File: config.mk
export PLATFORM = sky130hd
export DESIGN_NAME = custom_unfold_ram
export DESIGN_NICKNAME = d
export VERILOG_FILES = /design/src/rtl/custom_unfold_ram.sv
export SDC_FILE = /design/constraint.sdc
export NUM_CORES = 1
export LEC_CHECK = 0
export ABC_AREA = 0
export CORE_UTILIZATION = 40
export DETAILED_ROUTE_END_ITERATION = 8
export GPL_TIMING_DRIVEN = 0
export PLACE_DENSITY = 0.83
export RECOVER_POWER = 50
export SYNTH_ARGS = -nofsm -noshare
export SYNTH_HDL_FRONTEND = slang
export SYNTH_SLANG_ARGS = --single-unit
File: constraint.sdc
create_clock -name clk -period 1.93 [get_ports clk]
set_input_delay 0.386 -clock clk [delete_from_list [all_inputs] [get_ports clk]]
set_output_delay 0.386 -clock clk [all_outputs]
set_load 0.02 [all_outputs]
File: src/rtl/custom_unfold_ram.sv
// custom_unfold_ram: bit-unfold stage between the 32-bit sample-word RAM and
// the I/Q mapping path. Captures a word at index 0 and emits one bit per
// addressed read as a signed antipodal DAC level (+AMP for 1, -AMP for 0).
// The parent owns all sequencing; this block has no counters.
//
// Build option: define UNFOLD_MSB_FIRST_EN to emit bits MSB first
// (index 0 -> bit DATA_W-1). Default build is LSB first.
module custom_unfold_ram #(
  parameter int unsigned           DATA_W = 32,
  parameter int unsigned           ADDR_W = 5,
  parameter int unsigned           OUT_W  = 16,
  parameter logic [OUT_W-1:0]      AMP    = 16'h3FFF
) (
  input  logic              clk,
  input  logic              reset,
  input  logic              ena,
  input  logic [DATA_W-1:0] axis_data,
  input  logic [ADDR_W-1:0] ADD_R,
  output logic [OUT_W-1:0]  axis_unfold_data
);

  // Two's-complement negative level, computed in OUT_W bits.
  localparam logic [OUT_W-1:0] NEG_AMP = ~AMP + 1'b1;

  logic [DATA_W-1:0] word_q;
  logic [ADDR_W-1:0] idx;
  logic              capture;
  logic              bit_sel;

  // Map the parent's index onto a bit position and pick the source word;
  // index 0 bypasses word_q so the new word is visible on the capture edge.
  always_comb begin
    capture = (ADD_R == '0);
`ifdef UNFOLD_MSB_FIRST_EN
    idx = ADDR_W'(DATA_W - 1) - ADD_R;
`else
    idx = ADD_R;
`endif
    bit_sel = capture ? axis_data[idx] : word_q[idx];
  end

  // Word capture and registered antipodal output; reset wins over ena.
  always_ff @(posedge clk) begin
    if (reset) begin
      word_q           <= '0;
      axis_unfold_data <= '0;
    end else if (ena) begin
      if (capture) begin
        word_q <= axis_data;
      end
      axis_unfold_data <= bit_sel ? AMP : NEG_AMP;
    end
  end

endmodule

==> impl_metrics.json <==
{
  "slew_violations": 0,
  "syn_area_per_cell_um2": 8.30,
  "end_kind": "flip-flop",
  "io_buffers": 52,
  "final_core_util": 0.619,
  "grt_first_pass_wirelength_um": 5500,
  "hpwlAfterDp_um": 2550,
  "n_fill_cell": 342,
  "worst_skew_pair.late_latency_ps": 300,
  "clock_skew_ps": 9.87,
  "gr-total-overflow": 0,
  "fin_area_um2": 2350,
  "place_congestion": 0.787,
  "final_cell_mix": "nand2_1 (65), clkdlybuf4s50_1 (46), dfxtp_1 (34)",
  "route.detailed.drc": 0,
  "dpl-instance-area_um2": 2230,
  "synth_fp_nets": 239,
  "multiInputGateArea_um2": 782,
  "grt_max_degree": 15,
  "layout_commonest_cell": "nand2_1",
  "ir_worst_vdd_uv": 446,
  "die_area_um2": 4390,
  "cts_buffers": 5,
  "finalSetupViolCount": 0,
  "p_leak_nw": 0.895,
  "first_global_vias": 1352,
  "period_share": 0.940,
  "dr_wl_met2_um": 1580,
  "cts_max_level": 2,
  "fin_cells": 309,
  "seq_area_um2": 704,
  "arrival_ps": 1990,
  "outcome": "finished, final reports clean",
  "start_kind": "primary input",
  "met1_length_um": 1520,
  "synthCells": 199,
  "cts-root-buf": "clkbuf_8",
  "finalHoldViolCount": 0,
  "fp.dieH_um": 66.3,
  "criticalPathCategory": "in -> reg",
  "clk_pin_slew_ps": 70,
  "ys_seq_area_frac": 0.424,
  "powerDensity_nw_per_um2": 662,
  "clockBufferDepth": 2,
  "worst_pin_slew_ps": 476,
  "vias": 1509,
  "crit_fanout": 9,
  "io_pins": 56,
  "drv_cap": 0,
  "wl_met3_um": 255,
  "fin_crit_ps": 1810,
  "worstHoldPathType": "reg -> reg",
  "grt_usage": 0.172,
  "synth_area_um2": 1650,
  "num_rows": 22,
  "cts_tree": "yes",
  "drtAntennaViolNets": 0,
  "core_area_um2": 3800,
  "fp.dieW_um": 66.3,
  "drt_iter0_drc": 47,
  "yosys_warnings": 0,
  "routedWlPerCell_um": 11.1,
  "hold_ws_ps": 450,
  "fmaxAchievable_ghz": 0.551,
  "synth_cell_types": 29,
  "viasPerCell": 4.88,
  "antenna_found_initial": 0,
  "clock_sinks": 35,
  "area_growth_pct": 42.4,
  "diodes": 0,
  "routed_wl_um": 3420,
  "placed_cells": 299,
  "timing.setup.tns_ps": 0,
  "ys_ff_latch": 35,
  "initial_utilization": 0.435,
  "crit_required_ps": 2100,
  "highest_layer": "met4",
  "rsz0062_at_grt": "no",
  "drt_pre_antenna_iters": 4,
  "slew_headroom": 0.683,
  "layout.nets": 300,
  "drive_gt1_frac": 0.134
}
[cells by family (layout without fill, tap and decap cells)]
logic type      count (synthesis)  in the layout  synth area share
flops                          35             35             0.424
buf+inv                        29             91             0.102
simple gates                   81             81             0.204
mux                            13             13             0.125
compound gates                 41             41             0.145
[repair_timing]
action                                  CTS  global route
setup buffers                             0             2
pin swaps                                 0             1
endpoints found under the setup margin   45            36
gates resized for setup                   2             6
hold buffers                              0             0
[cell type report]
type	count	area share
Inverter	2	0.00319
Multi-Input combinational cell	135	0.332
Tap cell	48	0.0255
Timing Repair Buffer	54	0.229
Sequential cell	35	0.299
Buffer	27	0.0686
Clock inverter	2	0.00691
Clock buffer	6	0.0351
[worst max-delay path, stage by stage]
cell	delay (ps)
clkdlybuf4s15_1	240
buf_6	180
mux2i_1	110
mux4_2	470
and3b_1	200
a311oi_2	280
a311oi_1	130
[state kept, by name (all words and copies together) (netlist names)]
name              flops
word_q               32
axis_unfold_data      3
[stage by stage]
| stage | power [mW] | worst slack (ps) |
|---|---|---|
| 2_1_floorplan | 0.871 | 69.1 |
| 3_3_place_gp | 1.01 | -485 |
| 3_5_place_dp | 1.01 | -498 |
| 4_1_cts | 1.57 | 31.5 |
| 5_1_grt | 1.61 | 5.13 |
| 6_report | 1.56 | 115 |
[cell usage after synthesis, drive strengths merged]
cell type	n	area, um^2
clkbuf	7	26.3
o21ba	1	10.0
nand2b	1	6.26
and2	2	12.5
nor2	6	22.5
buf	20	135
mux4	5	124
dfxtp	35	701
a21oi	32	160
a32oi	1	8.76
and3b	3	27.5
o21ai	2	10.0
mux2	2	22.5
mux2i	6	60.1
a21bo	1	10.0
nand3	2	10.0
nor2b	1	6.26
nor3b	1	7.51
nand2	65	244
a311oi	2	23.8
a22oi	1	7.51
inv	2	7.51
a221oi	1	8.76
[path summary, 6_finish.rpt]
path	start	end	slack [ps]	depth (start not counted)
setup / recovery	ADD_R[0]	axis_unfold_data[14]$_SDFFE_PP0P_	120	7
hold / removal	word_q[19]$_SDFFE_PP0P_	word_q[19]$_SDFFE_PP0P_	450	2
hold reg to reg	word_q[19]$_SDFFE_PP0P_	word_q[19]$_SDFFE_PP0P_	450	2
setup reg to reg	word_q[11]$_SDFFE_PP0P_	axis_unfold_data[14]$_SDFFE_PP0P_	320	5
[routing by layer]
layer	up-vias	global-route usage
li1	779	-
met1	663	0.199
met2	59	0.276
met3	8	0.0517
met4	0	0.106
met5	-	0
[report_power, final]
part	leakage (nW)	internal [mW]	switching [mW]	total, mW
Sequential	0.284	0.731	0.00853	0.739
Clock	0.0474	0.291	0.275	0.566
Combinational	0.564	0.153	0.0981	0.251
Total	0.895	1.17	0.382	1.56
Note: power is estimated with default switching activity, not from simulation.
